$ cat src/rtl/shifter_pkg.sv
// Shared types for the pipelined barrel shifter: op encoding and the
// width-independent part of a pipeline stage record.
package shifter_pkg;

    typedef enum logic [1:0] {
        OP_SLL = 2'd0,
        OP_SRL = 2'd1,
        OP_SRA = 2'd2,
        OP_ROL = 2'd3
    } shift_op_e;

    // Control half of a stage record; data and amount widths depend on WIDTH
    // and are added by the top level.
    typedef struct packed {
        logic      valid;
        shift_op_e op;
    } stage_ctrl_t;

endpackage

$ cat src/rtl/shift_stage.sv
// One step of the barrel shifter: conditionally shifts by STEP in the selected
// mode. Purely combinational.
module shift_stage
    import shifter_pkg::*;
#(
    parameter int WIDTH = 8,
    parameter int STEP  = 1
) (
    input  logic [WIDTH-1:0] data,
    input  logic [1:0]       op,
    input  logic             sel,
    output logic [WIDTH-1:0] result
);

    logic [WIDTH-1:0] shl;
    logic [WIDTH-1:0] shr;
    logic [WIDTH-1:0] sra;
    logic [WIDTH-1:0] rol;

    always_comb begin
        shl = data << STEP;
        shr = data >> STEP;
        // The MSB is still the original sign bit after earlier SRA steps,
        // so sign-filling from the current word is exact.
        sra = $signed(data) >>> STEP;
        rol = (data << STEP) | (data >> (WIDTH - STEP));
        result = data;
        if (sel) begin
            case (shift_op_e'(op))
                OP_SLL:  result = shl;
                OP_SRL:  result = shr;
                OP_SRA:  result = sra;
                OP_ROL:  result = rol;
                default: result = data;
            endcase
        end
    end

endmodule

$ cat src/rtl/pipelined_barrel_shifter.sv
// Pipelined barrel shifter: one registered stage per shift-amount bit, with a
// single global advance enable driven by downstream backpressure.
module pipelined_barrel_shifter
    import shifter_pkg::*;
#(
    parameter int WIDTH = 8,
    parameter int AW    = $clog2(WIDTH)
) (
    input  logic             clk,
    input  logic             rst,
    input  logic             in_valid,
    output logic             in_ready,
    input  logic [WIDTH-1:0] in_data,
    input  logic [AW-1:0]    in_amt,
    input  logic [1:0]       in_op,
    output logic             out_valid,
    input  logic             out_ready,
    output logic [WIDTH-1:0] out_data,
    output logic             out_zero
);

    typedef struct packed {
        stage_ctrl_t      ctrl;
        logic [WIDTH-1:0] data;
        logic [AW-1:0]    amt;
    } stage_t;

    stage_t [AW-1:0]           stg_q;
    stage_t [AW-1:0]           src;
    stage_t [AW-1:0]           nxt;
    logic   [AW-1:0][WIDTH-1:0] shifted;
    logic                       zero_q;
    logic                       en;

    // Stage k consumes the previous stage register (or the input port for k=0).
    always_comb begin
        src[0].ctrl.valid = in_valid;
        src[0].ctrl.op    = shift_op_e'(in_op);
        src[0].data       = in_data;
        src[0].amt        = in_amt;
        for (int k = 1; k < AW; k++) begin
            src[k] = stg_q[k-1];
        end
        for (int k = 0; k < AW; k++) begin
            nxt[k]      = src[k];
            nxt[k].data = shifted[k];
        end
    end

    for (genvar k = 0; k < AW; k++) begin : g_stage
        shift_stage #(
            .WIDTH (WIDTH),
            .STEP  (1 << k)
        ) u_stage (
            .data   (src[k].data),
            .op     (src[k].ctrl.op),
            .sel    (src[k].amt[k]),
            .result (shifted[k])
        );
    end

    always_ff @(posedge clk) begin
        if (rst) begin
            stg_q  <= '0;
            zero_q <= 1'b0;
        end else if (en) begin
            stg_q  <= nxt;
            zero_q <= nxt[AW-1].ctrl.valid && (nxt[AW-1].data == '0);
        end
    end

    assign out_valid = stg_q[AW-1].ctrl.valid;
    assign out_data  = stg_q[AW-1].data;
    assign out_zero  = zero_q;
    // Whole pipeline advances together; bubbles are not squeezed out.
    assign en        = !out_valid || out_ready;
    assign in_ready  = en;

endmodule
$ cat config.mk
export PLATFORM = sky130hd
export DESIGN_NAME = pipelined_barrel_shifter
export DESIGN_NICKNAME = d
export VERILOG_FILES = /design/src/rtl/shifter_pkg.sv /design/src/rtl/shift_stage.sv /design/src/rtl/pipelined_barrel_shifter.sv
export SDC_FILE = /design/constraint.sdc
export NUM_CORES = 1
export LEC_CHECK = 0
export CAP_MARGIN = 10
export CORE_ASPECT_RATIO = 0.5
export CORE_MARGIN = 2
export CORE_UTILIZATION = 48
export CTS_CLUSTER_DIAMETER = 50
export DETAILED_ROUTE_END_ITERATION = 6
export PLACE_DENSITY_LB_ADDON = 0.2
export SETUP_SLACK_MARGIN = 0.05
export SLEW_MARGIN = 20
export SYNTH_ARGS = -nofsm -noshare
export SYNTH_HDL_FRONTEND = slang
export SYNTH_SLANG_ARGS = --single-unit
$ cat constraint.sdc
create_clock -name clk -period 1.4 [get_ports clk]
set_clock_uncertainty 0.15 [all_clocks]
set_input_delay 0.21 -clock clk [delete_from_list [all_inputs] [get_ports clk]]
set_output_delay 0.21 -clock clk [all_outputs]
set_load 0.02 [all_outputs]
# Word-level counts from Yosys, hierarchy flattened
# Index checks and enable logic that the tools add are counted.
classes:
  n_eq_ne: 9
  n_mux: 6
  bitwise: 3
  reduce_logical: 7
op_table:
  columns: ["operator", "n"]
  rows:
  - ["8-bit case mux with 4 select lines", 3]
  - ["8-bit two-way mux", 3]
  - ["2-bit equality test, second input constant", 6]
  - ["8-bit logical NOT", 1]
  - ["8-bit by 1-bit bitwise OR with 8-bit output", 1]
  - ["8-bit by 2-bit bitwise OR with 8-bit output", 1]
  - ["8-bit by 4-bit bitwise OR with 8-bit output", 1]
  - ["2-bit by 1-bit equality test with 1-bit output, second input constant", 3]
  - ["2-bit logical NOT", 3]
  - ["1-bit logical AND", 1]
  - ["1-bit logical NOT", 1]
  - ["1-bit logical OR", 1]
word_totals:
  reg_bits: 38
  inputBits: 17
  output_inout_bits: 11

# Depth between registers and ports, before layout
# Gate-level depths: netlist of the first run.
depth:
  word_depth: 5
  depth_mapped: 7

# Cells and area by module
# Synthesis of the first run repeated with hierarchy kept, for this count alone.
hier_totals:
  cells_unflattened: 259
  hier_area_um2: 2155.8
by_module_without_submodules:
  columns: ["module", "instances", "cells_per_inst", "area_each_um2"]
  rows:
  - ["pipelined_barrel_shifter", 1, 155, 1487.7]
  - ["shift_stage (g_stage[1].u_stage)", 1, 37, 236.5]
  - ["shift_stage (g_stage[2].u_stage)", 1, 35, 219.0]
  - ["shift_stage (g_stage[0].u_stage)", 1, 32, 212.7]

# Worst setup path before layout of the first run
# No wires, ideal clock.
synth_timing:
  kind: "flip-flop to flip-flop"
  startpoint: "register stg_q, in the netlist out_valid"
  endpoint: "register zero_q, in the netlist out_zero"
  t_arrival_ns: 1.270
  required_ns: 1.166
  setup_slack_ns: -0.105
  stages_incl_launch_ff: 8
  n_path_buf: 1
  path_cell_list: "dfxtp_1 -> nor2b_1 -> buf_2 -> inv_2 -> o21ai_1 -> a31oi_1 -> nand4_1 -> o31ai_2"
synth_via:
  elab_chain_cells: 2
synth_rtl:
  columns: ["item", "line", "text"]
  rows:
  - ["start, declared", "pipelined_barrel_shifter.sv:28", "stage_t [AW-1:0] stg_q;"]
  - ["start signal, assigned", "pipelined_barrel_shifter.sv:67", "stg_q <= nxt;"]
  - ["1-bit logical NOT", "pipelined_barrel_shifter.sv:76", "assign en = !out_valid || out_ready;"]
  - ["1-bit logical OR", "pipelined_barrel_shifter.sv:76", null]
  - ["end signal, assigned", "pipelined_barrel_shifter.sv:68", "zero_q <= nxt[AW-1].ctrl.valid && (nxt[AW-1].data == '0);"]
  - ["end, declared", "pipelined_barrel_shifter.sv:32", "logic zero_q;"]
# Every way passes these cells.
# A chain may end at the register's enable or synchronous reset.

# Worst setup path after layout of the first run
layout_timing:
  startpoint: "register stg_q, in the netlist nxt[39]"
  endpoint: "register stg_q, in the netlist out_data[4]"
layout_via:
  elab_chain_cells: 3
  word_cells_on_any_way: 6
  classes_between: "3 x eq/ne; 2 x mux; 1 x reduce/logical"
layout_rtl:
  columns: ["item", "line", "text"]
  rows:
  - ["2-bit equality test (tied with other cells)", "shift_stage.sv:29", "case (shift_op_e'(op))"]
  - ["8-bit case mux with 4 select lines *", "shift_stage.sv:29", null]
  - ["8-bit two-way mux *", "shift_stage.sv:28", "if (sel) begin"]
# Every way passes the cells marked *; elsewhere a longest branch is shown, timed or not.

==> impl_metrics.csv, run 1 <==
group,metric,value,unit
outcome,status,"complete, but fails checks",
outcome,violations,"setup timing",
synthesis,synth_area_leaders,"dfxtp_1 39%, a21oi_1 8.6%, nand2_1 7.0%",
timing,layout_min_cycle_time,1487,ps
run,drv_cap,0,
drt,drt_iter0_drc,112,
timing,hold_ws,218.9,ps
placed_design,placed_cells,316,
clock_tree,cts_buffers,5,
timing,worst_slew_pin_slew,264.2,ps
floorplan,rows,15,
power_and_ir_drop,p_leak,1.105,nW
grt,grt_pass1_wl,7217,um
clock_tree,max-clock-path-buffers,2,
synthesis,postSynthCellCount,230,
grt,grt_pass1_vias,1593,
worst_setup_path,start_kind,"flop",
timing,rsz0062_at_grt,"yes",
timing,fin_crit_sh,1.062,
placed_design,gp_congestion,0.9036,
synthesis,ys_seq_area_frac,0.3867,
worst_setup_path,arrival,1540,ps
synthesis,ys_types,33,
floorplan,die_y,47.44,um
worst_setup_path,path_max_fanout,5,
power_and_ir_drop,powerDensity,890.1,nW/um^2
drt,num_vias,1952,
grt,overflow,0,
timing,drv_slew,0,
clock_tree,htree_levels,2,
timing,max-slew-margin-rel,0.8228,
synthesis,avgSynthCellArea,7.877,um^2
worst_setup_path,max_stage_delay,380,ps
final_layout,layout_commonest_cell,"nand2_1",
final_layout,final_layout_size_suffix_gt1_frac,0.3088,
timing,hold_viol_final,0,
worst_setup_path,slowest_stage,"dfxtp_4",
drt,ant_nets,0,
synthesis,syn-num-nets,247,
clock_tree,cts-root-buf,"clkbuf_8",
worst_setup_path,worst_setup_path_end_kind,"flop",
final_layout,layout_common_cells,"34 x nand2_1, 33 x nor2_1, 29 x dfxtp_1",
timing,finalWorstSetupSlack,-86.67,ps
drt,drt-total-wl,5575,um
timing,fmax,672.6,MHz
grt,grt_max_degree,31,
final_layout,num-nets-final,301,
drt,wire_per_inst,16.59,um
synthesis,syn-cell-area,1812,um^2
final_layout,antenna_cells,0,
timing,finalSetupViolCount,13,
floorplan,core,3528,um^2
floorplan,boundaryPins,28,
drt,drt_first_pass_iters,4,
drt,via_per_inst,5.810,
synthesis,synth_top_area_share,0.3867,
clock_tree,numClockSinks,35,
grt,antenna_found_initial,0,
synthesis,ys_seq_elements,35,
final_layout,final_cells,336,
floorplan,die_w,90.89,um
synthesis,yosysTopAreaCell,"dfxtp_1",
drt,drc,0,
power_and_ir_drop,ir_drop,0.4946,mV
worst_setup_path,cp_cell_sequence,"buf_6 -> and3b_2 -> a21oi_2 -> a21o_1 -> o21a_1 -> nor2_1",
synthesis,yosys_warnings,0,
floorplan,initial_core_util,0.5135,
grt,grtUsageTotal,0.2202,
worst_setup_path,required,1460,ps
worst_setup_path,path_class,"flop to flop",
clock_tree,clk_latency,280,ps
worst_hold_path,hp-class,"primary input to flop",
clock_tree,clk_pin_slew,70,ps
placed_design,dpl.hpwl,3138,um
final_layout,area_delta_synth_final,50.83,%
clock_tree,cts_tree,"done",
placed_design,numPortBuffers,27,
floorplan,die_area,4312,um^2
clock_tree,cts_hold_buf,0,
[power by group]
group | internal [W] | total, W | switching, W
Clock | 0.000349 | 0.000691 | 0.000342
Combinational | 0.000318 | 0.000604 | 0.000286
Sequential | 0.00106 | 0.00114 | 0.0000776
[kinds of logic (layout without fill, tap and decap cells)]
| kind of cell | after synthesis | in the layout | share of synthesized area |
|---|---|---|---|
| compound gates | 68 | 68 | 0.2369 |
| flops | 35 | 35 | 0.3867 |
| simple gates | 86 | 86 | 0.2072 |
| xor+xnor | 3 | 3 | 0.03522 |
| buf+inv | 25 | 80 | 0.06008 |
| mux | 13 | 13 | 0.07390 |
[per-layer routing]
metal,vias to the layer above,GRT usage,part of all wire
li1,913,-,-
met1,926,0.2478,0.41
met5,-,0,0
met4,0,0.1061,0.032
met3,23,0.05827,0.062
met2,90,0.4194,0.50
[per-stage QoR]
stage	setup WS, ps	area (um^2)	power [W]	utilization	TNS, ps
after CTS	-39.81	2531	0.002346	0.7174	-79.91
after global placement	-386.5	2310	0.001624	0.6546	-10200
after global routing	-147.1	2733	0.002536	0.7745	-1455
final	-86.67	2733	0.002432	0.7745	-572.1
after detailed placement	-510.5	2310	0.001642	0.6546	-11350
after floorplan	-12.06	1842	0.001440	-	-58.93
[state kept, by name (all words and copies together) (netlist names)]
register and cells:
src 16, nxt 9, out_data 8, out_valid 1
out_zero 1
[worst max-delay path: cells and delay by family, from the launching register on]
kind	cells	cell delay, ps
AOI/OAI and AO/OA	3	390
DFF	1	380
buffers and inverters	1	120
and+or+nand+nor	2	370
[cell type report]
class                           instances  area, um^2
Multi-Input combinational cell        170        1161
Fill cell                             254       795.8
Sequential cell                        35       720.7
Timing Repair Buffer                   67       684.4
Clock buffer                            7       76.32
Tap cell                               51       63.81
Inverter                                5       21.27
Clock inverter                          1       5.005
[synthesized netlist by cell type]
cell      number
o22ai_1        1
nand4_1        2
mux2_2         3
o21a_1         1
nand3_1        1
or2_2          1
nor3b_1        1
xnor2_1        1
a21o_1         1
inv_2          1
buf_2          9
o211ai_1       8
o31ai_2        1
nand2_1       34
and3b_1        1
a31oi_1        2
nand3b_1       3
xnor2_4        2
and4b_1        1
a211oi_1      12
dfxtp_1       35
clkbuf_1      10
a32oi_1        2
nor2b_1        5
o21ai_0        4
mux2i_1       10
nor3_1         4
nor2_1        33
o21ai_1        1
inv_1          4
a311oi_1       4
buf_4          1
a21oi_1       31
[path summary, 6_finish.rpt]
kind	startpoint	cells past startpoint	slack, ps	end
hold / removal	in_op[0]	4	220	nxt[25]$_SDFFE_PP0P_
hold reg to reg	nxt[16]$_SDFFE_PP0P_	2	310	nxt[16]$_SDFFE_PP0P_
setup / recovery	nxt[39]$_SDFFE_PP0P_	6	-90	out_data[4]$_SDFFE_PP0P_
setup reg to reg	nxt[39]$_SDFFE_PP0P_	6	-90	out_data[4]$_SDFFE_PP0P_
[timing repair]
| action | 4_1_cts | 5_1_grt |
|---|---|---|
| buffers inserted | 4 | 5 |
| pin swaps | 14 | 18 |
| setup endpoints to repair | 43 | 32 |
| resized for setup | 50 | 31 |
| cloned | 0 | 3 |
Note: power is estimated with default switching activity, not from simulation.
==> run 2: changes to the inputs <==
--- a/config.mk
+++ b/config.mk
@@ -9,7 +9,6 @@
 export CORE_ASPECT_RATIO = 0.5
 export CORE_MARGIN = 2
 export CORE_UTILIZATION = 48
-export CTS_CLUSTER_DIAMETER = 50
 export DETAILED_ROUTE_END_ITERATION = 6
 export PLACE_DENSITY_LB_ADDON = 0.2
 export SETUP_SLACK_MARGIN = 0.05
==> results of run 2 <==
Same layout as run 1: the final DEF is identical, and so are final timing and power.
